[config.mk]
export PLATFORM = sky130hd
export DESIGN_NAME = vga_timing_param
export DESIGN_NICKNAME = d
export VERILOG_FILES = /design/src/rtl/vga_timing_param.sv
export SDC_FILE = /design/constraint.sdc
export NUM_CORES = 1
export LEC_CHECK = 0
export BUFFER_PORTS_ARGS = -buffer_cell sky130_fd_sc_hd__buf_2
export CORE_MARGIN = 3
export CORE_UTILIZATION = 41
export DETAILED_ROUTE_END_ITERATION = 16
export SETUP_SLACK_MARGIN = 0.3
export SLEW_MARGIN = 30
export SYNTH_ARGS = -nofsm -noshare
export SYNTH_HDL_FRONTEND = slang
export SYNTH_SLANG_ARGS = --single-unit
[constraint.sdc]
create_clock -name clk -period 3.1 [get_ports clk]
set_input_delay 0.31 -clock clk [delete_from_list [all_inputs] [get_ports clk]]
set_output_delay 0.31 -clock clk [all_outputs]
set_load 0.02 [all_outputs]
[src/rtl/vga_timing_param.sv]
// vga_timing_param: parametrised VGA timing generator with sync polarity, pixel ce, restart and strobes.
// Define VGA_TIMING_FRAME_CNT_EN to add the 16-bit frame_cnt output.
module vga_timing_param #(
    parameter int   H_ACTIVE = 800,
    parameter int   H_FP     = 40,
    parameter int   H_SYNC   = 128,
    parameter int   H_BP     = 88,
    parameter int   V_ACTIVE = 600,
    parameter int   V_FP     = 1,
    parameter int   V_SYNC   = 4,
    parameter int   V_BP     = 23,
    parameter logic HS_POL   = 1'b1,
    parameter logic VS_POL   = 1'b1,
    parameter int   CNT_W    = 11
) (
    input  logic             clk,
    input  logic             rst,
    input  logic             ce,
    input  logic             restart,
    output logic [CNT_W-1:0] hcount,
    output logic [CNT_W-1:0] vcount,
    output logic             hsync,
    output logic             vsync,
    output logic             hblnk,
    output logic             vblnk,
    output logic             line_start,
    output logic             frame_start
`ifdef VGA_TIMING_FRAME_CNT_EN
    ,
    output logic [15:0]      frame_cnt
`endif
);
    localparam int HTOT = H_ACTIVE + H_FP + H_SYNC + H_BP;
    localparam int VTOT = V_ACTIVE + V_FP + V_SYNC + V_BP;
    localparam logic [CNT_W-1:0] H_LAST   = CNT_W'(HTOT - 1);
    localparam logic [CNT_W-1:0] V_LAST   = CNT_W'(VTOT - 1);
    localparam logic [CNT_W-1:0] HS_START = CNT_W'(H_ACTIVE + H_FP);
    localparam logic [CNT_W-1:0] HS_STOP  = CNT_W'(H_ACTIVE + H_FP + H_SYNC - 1);
    localparam logic [CNT_W-1:0] VS_START = CNT_W'(V_ACTIVE + V_FP);
    localparam logic [CNT_W-1:0] VS_STOP  = CNT_W'(V_ACTIVE + V_FP + V_SYNC - 1);
    localparam logic [CNT_W-1:0] HB_START = CNT_W'(H_ACTIVE);
    localparam logic [CNT_W-1:0] VB_START = CNT_W'(V_ACTIVE);

    if (H_ACTIVE == 0 || H_FP == 0 || H_SYNC == 0 || H_BP == 0 ||
        V_ACTIVE == 0 || V_FP == 0 || V_SYNC == 0 || V_BP == 0 || CNT_W == 0 ||
        HTOT > 2**CNT_W || VTOT > 2**CNT_W) begin : g_bad_param
        $error("vga_timing_param: zero timing parameter or total exceeds counter range");
    end

    logic [CNT_W-1:0] hcount_d, hcount_q, vcount_d, vcount_q;
    logic hsync_d, hsync_q, vsync_d, vsync_q, hblnk_d, hblnk_q, vblnk_d, vblnk_q;
    logic line_start_d, line_start_q, frame_start_d, frame_start_q;

    // Every registered output is decoded from the next counts, so it always matches the counts it is presented with.
    always_comb begin
        hcount_d = hcount_q;
        vcount_d = vcount_q;
        if (restart) begin
            hcount_d = '0;
            vcount_d = '0;
        end else if (ce) begin
            hcount_d = (hcount_q == H_LAST) ? '0 : hcount_q + CNT_W'(1);
            vcount_d = (hcount_q != H_LAST) ? vcount_q :
                       (vcount_q == V_LAST) ? '0 : vcount_q + CNT_W'(1);
        end
        line_start_d  = (restart || ce) && hcount_d == '0;
        frame_start_d = line_start_d && vcount_d == '0;
        hsync_d = (hcount_d >= HS_START && hcount_d <= HS_STOP) ? HS_POL : ~HS_POL;
        vsync_d = (vcount_d >= VS_START && vcount_d <= VS_STOP) ? VS_POL : ~VS_POL;
        hblnk_d = hcount_d >= HB_START && hcount_d <= H_LAST;
        vblnk_d = vcount_d >= VB_START && vcount_d <= V_LAST;
    end

    always_ff @(posedge clk or posedge rst) begin
        if (rst) begin
            hcount_q      <= '0;
            vcount_q      <= '0;
            hsync_q       <= ~HS_POL;
            vsync_q       <= ~VS_POL;
            hblnk_q       <= 1'b0;
            vblnk_q       <= 1'b0;
            line_start_q  <= 1'b0;
            frame_start_q <= 1'b0;
        end else begin
            hcount_q      <= hcount_d;
            vcount_q      <= vcount_d;
            hsync_q       <= hsync_d;
            vsync_q       <= vsync_d;
            hblnk_q       <= hblnk_d;
            vblnk_q       <= vblnk_d;
            line_start_q  <= line_start_d;
            frame_start_q <= frame_start_d;
        end
    end

    assign hcount      = hcount_q;
    assign vcount      = vcount_q;
    assign hsync       = hsync_q;
    assign vsync       = vsync_q;
    assign hblnk       = hblnk_q;
    assign vblnk       = vblnk_q;
    assign line_start  = line_start_q;
    assign frame_start = frame_start_q;

`ifdef VGA_TIMING_FRAME_CNT_EN
    logic [15:0] frame_cnt_d, frame_cnt_q;

    always_comb frame_cnt_d = frame_start_d ? frame_cnt_q + 16'd1 : frame_cnt_q;

    always_ff @(posedge clk or posedge rst) begin
        if (rst) frame_cnt_q <= '0;
        else     frame_cnt_q <= frame_cnt_d;
    end

    assign frame_cnt = frame_cnt_q;
`endif
endmodule
==> results of run 1 <==
routing by layer:
metal  part of all wire  wire length [µm]  global-route usage  vias to the layer above
met5                  0                 0                   0                        -
met4             0.0089                45              0.0814                        0
li1                   -                 -                   -                      807
met1               0.43              2180               0.271                      844
met2               0.50              2550               0.335                       58
met3              0.056               282              0.0266                        6
final timing paths:
check                                 end  slack (ns)  depth (start not counted)
worst min register to register  vcount[1]        0.64                          2
max in group asynchronous       hcount[8]        2.60                          2
worst max register to register      vblnk        0.34                          7
worst min-delay path            hcount[2]        0.09                          2
worst max-delay path                vblnk        0.34                          7
min in group clk                hcount[1]        0.46                          3
logic make-up after synthesis:
kind of cell	count (synthesis)	synth area share
simple gates	97	0.336
flops	28	0.398
compound gates	38	0.153
mux	2	0.0114
fa+ha+maj	2	0.0142
xor+xnor	11	0.0548
buf+inv	15	0.0327
cell usage in the layout (no fill, tap or decap), types with 2 or more instances in the layout:
master    count
buf_2        31
dfrtp_1      25
nand2_1      15
nand3_1      13
nor2_1       13
buf_4        12
nand4_1      11
a21oi_1      11
nor3_1        6
xnor2_1       6
and4_1        5
o21ai_0       5
and3_1        5
xor2_1        5
inv_1         4
nand3b_1      3
or4_4         3
a31oi_4       3
or3_1         3
a31oi_1       3
clkbuf_8      3
dfrtp_2       3
nor2b_1       2
nor4_1        2
mux2i_1       2
o211ai_1      2
o221ai_1      2
a21oi_2       2
a211oi_1      2
where the power goes:
| group | internal, mW | leakage [nW] | switching, mW |
|---|---|---|---|
| logic | 0.0244 | 0.497 | 0.0553 |
| registers | 0.374 | 0.380 | 0.00941 |
| clock network | 0.173 | 0.0357 | 0.121 |
stage by stage:
step	instances	area (µm²)	power, mW
after CTS	276	2100	0.765
after detailed placement	268	1960	0.464
after global placement	268	1960	0.462
after global routing	281	2200	0.792
after floorplan	193	1760	0.439
final	281	2200	0.758
cell type report:
cell class                 count  area (µm²)  share of cell area
clock buffer                   3        41.3              0.0188
clock inverter                 1        30.0              0.0137
inverter                       6        22.5              0.0103
multi-input combinational    150        1090               0.497
sequential                    28         704               0.321
tap                           50        62.6              0.0285
timing repair buffer          43         245               0.112
registers in the layout, summed over array words and instances, names as in the netlist:
signal and cells:
frame_start 1, hblnk 1, hcount 11, hsync 1
line_start 1, vblnk 1, vcount 11, vsync 1
worst max-delay path, cell delays in order (launching register included):
cell	delay, ns
dfrtp_2	0.42
or4b_4	0.58
or4_4	0.54
or3_4	0.36
a31oi_4	0.21
and3_1	0.18
nand4_1	0.15
a211oi_2	0.25
what timing repair did:
item | CTS | global route
setup buffers | 4 | 5
pin swaps | 1 | 10
endpoints found under the setup margin | 3 | 3
resized for setup | 8 | 8
==> metrics.txt, run 1 <==
status=finished, final reports clean; synth top area cells=dfrtp_1 40%, nand4_1 3.9%, a21oi_1 3.7%; EDFF count, synth=0; Critical Path Source=hcount[8]; Critical Path End Type=flop; most common cell in the netlist=dfrtp_1; Top Ports=32; pre-CTS setup slack=0.238 ns; post-synthesis sequential area ratio=0.398; synthesized flop and latch total=28; TNS Setup=0 ns; worst skew pair latency=0.28 ns; Cell variety after synth=51; Die Y=71.5 µm; setup ws final=between 0.3 and 0.4 ns; worst path required time=~3.3 ns; Post-route DRC=0; Nets=roughly 240; Via density=approximately 6.1; core area=between 4000 and 5000 µm²; fin. max-slew vios=0; vias in the first global route=between 1.5k and 2k; Final Setup Violations=0; first-pass GRT wire length=roughly 8.4 mm; Mapped Avg Cell Area=~9.1 µm²; TritonRoute pass-1 iters=4; Final Util=0.541; largest net degree at the start of global routing=29; crit path DAT=between 2 and 3 ns; Synth area leader=dfrtp_1; Synth Net Count=about 200; Layout Area Growth over Synthesis=24.9%; Worst-path clk slew=around 0.1 ns; initial antenna violation count=0; IO buf count=31; Leak=0.912 nW; Critical Path Source Type=flop; H-tree depth=1; post-DP HPWL=~3.5 mm; Rel. slew slack=0.604; Hold WS=0.0850 ns; Die Wd=71.5 µm; dominant synthesized flop cell=dfrtp_1; hold buffers post-CTS=0; top cell type's share of synthesized area=0.398; DRT antenna net count=0; CTS sink count=28; RePlAce Congestion=roughly 1.0; fillers=361; n_diodes=0; Max Buffers Root-to-Sink=2; Max Freq=approximately 360 MHz; floorplan row count=23; fin crit period=2.76 ns; GRT Total Usage=0.204; hold crit path type=primary input to async pin; synth cell count leaders=28 x dfrtp_1, 15 x nand2_1, 13 x a21oi_1, 13 x nand3_1, 13 x nor2_1; RSZ-0062 raised after global routing=true; maxcap violations=0; crit share post-route=0.892; TritonCTS Buffers=3; final wirelength=around 5.1 mm; mapped cell area=about 1800 µm²; pwr dens=approximately 340 nW/µm²; WL per Instance=~18 µm; number of warnings issued by yosys=0; DRT iter0 DRCs=170; worst reg2reg startpoint=hcount[8]; grt ovf=0; full die area=5110 µm²; crit-path max FO=5; Post-synth ARST share=1.00; Worst-Margin Slew=slightly below 0.6 ns; layout cells sized above 1=0.307; Fin. Hold Viols=0; DR vias=1,715; Max VDD drop=between 150 and 200 µV; critical path class=flop to flop; clock skew=roughly 0.0054 ns; synthesized instance count=roughly 190; Root Driver=clkbuf_8; CTS tree=done; Starting Density=0.434
No activity file was read; power rests on OpenSTA's default activity.
==> run 2: changes to the inputs <==
CELL_PAD_IN_SITES_DETAIL_PLACEMENT = 1   (was unset)
CELL_PAD_IN_SITES_GLOBAL_PLACEMENT = 1   (was unset)
PLACE_DENSITY_LB_ADDON = 0.1   (was unset)
==> metrics.txt, run 2 (same netlist as run 1, synthesis figures left out) <==
status=finished, final reports clean (unchanged); pwr dens=315 nW/µm² (was 345 nW/µm²); Critical Path End Type=flop (unchanged); worst skew pair latency=0.28 ns (about the same); Worst-Margin Slew=0.622 ns (was 0.593 ns); H-tree depth=1 (unchanged); floorplan row count=23 (unchanged); Register Area=706 µm² (was 704 µm²); total power=0.702 mW (was 0.758 mW); commonest non-fill, non-tap cell in the layout=buf_2 (unchanged); full die area=5110 µm² (unchanged); Critical Path Source Type=flop (unchanged); TNS Setup=0 ns (unchanged); initial antenna violation count=0 (unchanged); worst path required time=3.29 ns (was 3.30 ns); Top Ports=32 (unchanged); TritonRoute pass-1 iters=4 (unchanged); fin crit period=2.78 ns (was 2.76 ns); Worst-path clk slew=0.10 ns (about the same); Rel. slew slack=0.585 (was 0.604); Starting Density=0.434 (unchanged); DRT antenna net count=0 (unchanged); Post-route DRC=0 (unchanged); fillers=486 (was 361); WL per Instance=20.9 µm (was 18.0 µm); Hold WS=0.0937 ns (was 0.0850 ns); Die Wd=71.5 µm (unchanged); largest net degree at the start of global routing=29 (unchanged); layout cells sized above 1=0.332 (was 0.307); Die Y=71.5 µm (unchanged); crit path DAT=2.97 ns (was 2.96 ns); GRT Total Usage=0.244 (was 0.204); final wirelength=6.07 mm (was 5.06 mm); critical path class=flop to flop (unchanged); CTS tree=done (unchanged); Layout Area Growth over Synthesis=26.5% (was 24.9%); first-pass GRT wire length=9.93 mm (was 8.37 mm); clock skew=0.00479 ns (was 0.00544 ns); DRT iter0 DRCs=111 (was 170); post-DP HPWL=4.19 mm (was 3.50 mm); commonest cells after routing, fill and taps aside=31 x buf_2, 24 x dfrtp_1, 21 x buf_4, 15 x nand2_1 (was 31 x buf_2, 25 x dfrtp_1, 15 x nand2_1, 13 x nand3_1, 13 x nor2_1); vias in the first global route=1,882 (was 1,678); RSZ-0062 raised after global routing=true (unchanged); Leak=0.952 nW (was 0.912 nW); met3 Use GR=0.0519 (was 0.0266); Nets=248 (was 238); grt ovf=0 (unchanged); core area=4060 µm² (unchanged); crit-path max FO=5 (unchanged); grt peak-use layer=met2 (unchanged); IO buf count=31 (unchanged); Max Freq=360 MHz (was 362 MHz); Via density=6.23 (was 6.10); Root Driver=clkbuf_8 (unchanged); CTS sink count=28 (unchanged); DR vias=1,814 (was 1,715); Max VDD drop=291 µV (was 173 µV); Max Buffers Root-to-Sink=2 (unchanged); hold crit path type=primary input to async pin (unchanged); n_diodes=0 (unchanged); area of the multi-input gates=1050 µm² (was 1090 µm²); fin. max-slew vios=0 (unchanged); hold buffers post-CTS=0 (unchanged); TritonCTS Buffers=3 (unchanged); met1 Usage GRT=0.335 (was 0.271); RePlAce Congestion=0.876 (was 1.01); Fin. Hold Viols=0 (unchanged); maxcap violations=0 (unchanged); crit share post-route=0.897 (was 0.892); Global Route met2 Usage=0.394 (was 0.335); Final Setup Violations=0 (unchanged)
## run 2: through the flow
stage,cells,utilization,worst slack [ns],cell area [µm²]
after floorplan,193,-,0.355,1760
after global placement,275,0.497,0.352,2020
after detailed placement,275,0.497,0.208,2020
after CTS,284,0.529,0.293,2150
after global routing,291,0.548,0.259,2220
final,291,0.548,0.321,2220
## run 2: final timing paths
check	slack, ns	end	cells past startpoint	startpoint
setup / recovery	0.32	vsync	7	hcount[6]
hold / removal	0.09	vcount[1]	2	rst
setup reg to reg	0.32	vsync	7	hcount[6]
hold reg to reg	0.61	hcount[1]	2	hcount[1]
max in group asynchronous	2.56	hcount[6]	2	rst
min in group clk	0.46	hcount[1]	3	ce
## run 2: repair_timing
item | 4_1_cts | 5_1_grt
pin swaps | 4 | 3
setup endpoints to repair | 3 | 3
setup buffers | 5 | 7
gates resized for setup | 6 | 7
## run 2: per-layer routing
metal,part of all wire,vias up
li1,-,825
met1,0.43,902
met2,0.50,77
met3,0.062,10
met4,0.014,0
met5,0,-
## run 2: critical path, cell delays in order, from the launching register on
cell	delay (ns)
dfrtp_2	0.45
or4b_4	0.57
or4_4	0.55
or3_4	0.36
a31oi_4	0.22
and3_1	0.20
nand4_1	0.15
a21oi_1	0.20
## run 2: report_power, final
part           internal, mW  switching, mW
Clock                 0.114          0.122
Sequential            0.375        0.00904
Combinational        0.0249         0.0569
## run 2: area by class of cell
cell class | instances | area share
multi-input cells | 150 | 0.474
flip-flops and latches | 28 | 0.317
repair buffers | 53 | 0.146
well taps | 50 | 0.0281
clock buffers | 4 | 0.0247
inverters | 6 | 0.0101
==> run 3: changes to the inputs <==
CORE_UTILIZATION = 42   (was 41)
==> metrics.txt, run 3 (same netlist as run 1, synthesis figures left out) <==
status=finished, final reports clean (unchanged); final wirelength=5.51 mm (was 6.07 mm); first-pass GRT wire length=9.21 mm (was 9.93 mm); clock skew=0.00271 ns (was 0.00479 ns); critical path class=flop to flop (unchanged); Worst-path clk slew=0.09 ns (was 0.10 ns); Die Y=70.7 µm (was 71.5 µm); worst path required time=3.27 ns (was 3.29 ns); Max Buffers Root-to-Sink=2 (unchanged); Internal=0.486 mW (was 0.513 mW); vias in the first global route=1,813 (was 1,882); initial antenna violation count=0 (unchanged); Fin. Hold Viols=0 (unchanged); worst skew pair latency=0.27 ns (was 0.28 ns); switching share of power=0.263 (was 0.268); CTS sink count=28 (unchanged); Final Setup Violations=0 (unchanged); Max Freq=362 MHz (was 360 MHz); Reg power frac=0.582 (was 0.547); fin. max-slew vios=0 (unchanged); hold buffers post-CTS=0 (unchanged); TritonCTS Buffers=3 (unchanged); WL per Instance=19.3 µm (was 20.9 µm); fin crit period=2.76 ns (was 2.78 ns); hold crit path type=primary input to async pin (unchanged); Post-route DRC=0 (unchanged); Via density=6.18 (was 6.23); Root Driver=clkbuf_8 (unchanged); Leak=0.936 nW (was 0.952 nW); commonest non-fill, non-tap cell in the layout=buf_2 (unchanged); core area=3850 µm² (was 4060 µm²); Layout Area Growth over Synthesis=24.5% (was 26.5%); Starting Density=0.456 (was 0.434); TritonRoute pass-1 iters=4 (unchanged); Rel. slew slack=0.614 (was 0.585); GRT Total Usage=0.225 (was 0.244); Clk pwr share=0.298 (was 0.337); maxcap violations=0 (unchanged); pwr dens=301 nW/µm² (was 315 nW/µm²); Comb power frac=0.120 (was 0.117); crit share post-route=0.891 (was 0.897); Net Sw Power=0.174 mW (was 0.188 mW); DRT antenna net count=0 (unchanged); Worst-Margin Slew=0.579 ns (was 0.622 ns); pre-CTS setup slack=0.241 ns (was 0.208 ns); DRT iter0 DRCs=104 (was 111); DR vias=1,768 (was 1,814); Max VDD drop=138 µV (was 291 µV); crit path DAT=2.93 ns (was 2.97 ns); Critical Path End Type=flop (unchanged); Final Util=0.569 (was 0.548); crit-path max FO=5 (unchanged); post-DP HPWL=4.00 mm (was 4.19 mm); IO buf count=31 (unchanged); Critical Path Source Type=flop (unchanged); TNS Setup=0 ns (unchanged); layout cells sized above 1=0.319 (was 0.332); RePlAce Congestion=0.853 (was 0.876); n_diodes=0 (unchanged); grt ovf=0 (unchanged); Hold WS=0.0873 ns (was 0.0937 ns); commonest cells after routing, fill and taps aside=31 x buf_2, 24 x dfrtp_1, 20 x buf_4, 15 x nand2_1 (was 31 x buf_2, 24 x dfrtp_1, 21 x buf_4, 15 x nand2_1); CTS tree=done (unchanged); H-tree depth=1 (unchanged); full die area=5000 µm² (was 5110 µm²); largest net degree at the start of global routing=29 (unchanged); floorplan row count=22 (was 23); Top Ports=32 (unchanged); Worst R2R Path Depth=8 (was 7); Nets=246 (was 248); setup ws final=0.338 ns (was 0.321 ns); RSZ-0062 raised after global routing=true (unchanged); Die Wd=70.7 µm (was 71.5 µm)
==> run 3: layer usage <==
metal	global-route usage	vias up	part of all wire
li1	-	823	-
met5	0	-	0
met3	0.0355	8	0.045
met2	0.360	54	0.48
met4	0.0355	0	0.011
met1	0.326	883	0.46
==> run 3: what timing repair did <==
item / 4_1_cts / 5_1_grt
buffers inserted: 7 / 6
pin swaps: 2 / 7
resized for setup: 5 / 8
endpoints found under the setup margin: 3 / 3
==> run 3: cell type report <==
class / count / area [µm²]
fill: 461 / 1660
multi-input combinational: 150 / 1060
sequential: 28 / 706
timing repair buffer: 51 / 305
tap: 48 / 60.1
clock buffer: 3 / 41.3
inverter: 6 / 22.5
==> run 3: power by group through the flow <==
| stage | clock [mW] | sequential (mW) | combinational, mW |
|---|---|---|---|
| 2_1_floorplan | 0 | 0.401 | 0.0375 |
| 3_3_place_gp | 0 | 0.389 | 0.0729 |
| 3_5_place_dp | 0 | 0.391 | 0.0759 |
| 4_1_cts | 0.203 | 0.383 | 0.0764 |
| 5_1_grt | 0.227 | 0.386 | 0.0869 |
| 6_report | 0.197 | 0.384 | 0.0791 |
==> run 3: path summary, 6_finish.rpt <==
kind	start	slack, ns	endpoint
setup / recovery	hcount[9]	0.34	frame_start
hold / removal	rst	0.09	hcount[8]
setup reg to reg	hcount[9]	0.34	frame_start
hold reg to reg	vcount[0]	0.64	vcount[0]
max in group asynchronous	rst	2.59	hcount[0]
min in group clk	restart	0.37	hcount[0]
==> run 3: metrics by stage <==
stage,instances,total power [mW],instance area (µm²)
final,286,0.660,2190
after global routing,286,0.700,2190
after CTS,280,0.663,2110
after detailed placement,270,0.466,1990
after global placement,270,0.462,1990
after floorplan,193,0.439,1760
==> run 3: critical path, cell delays in order (launching register included) <==
cell     delay, ns
dfrtp_2       0.43
or4b_4        0.55
or4_4         0.54
or3_4         0.36
a31oi_4       0.23
buf_4         0.15
nor2_1        0.03
and4b_1       0.20
and4_1        0.17
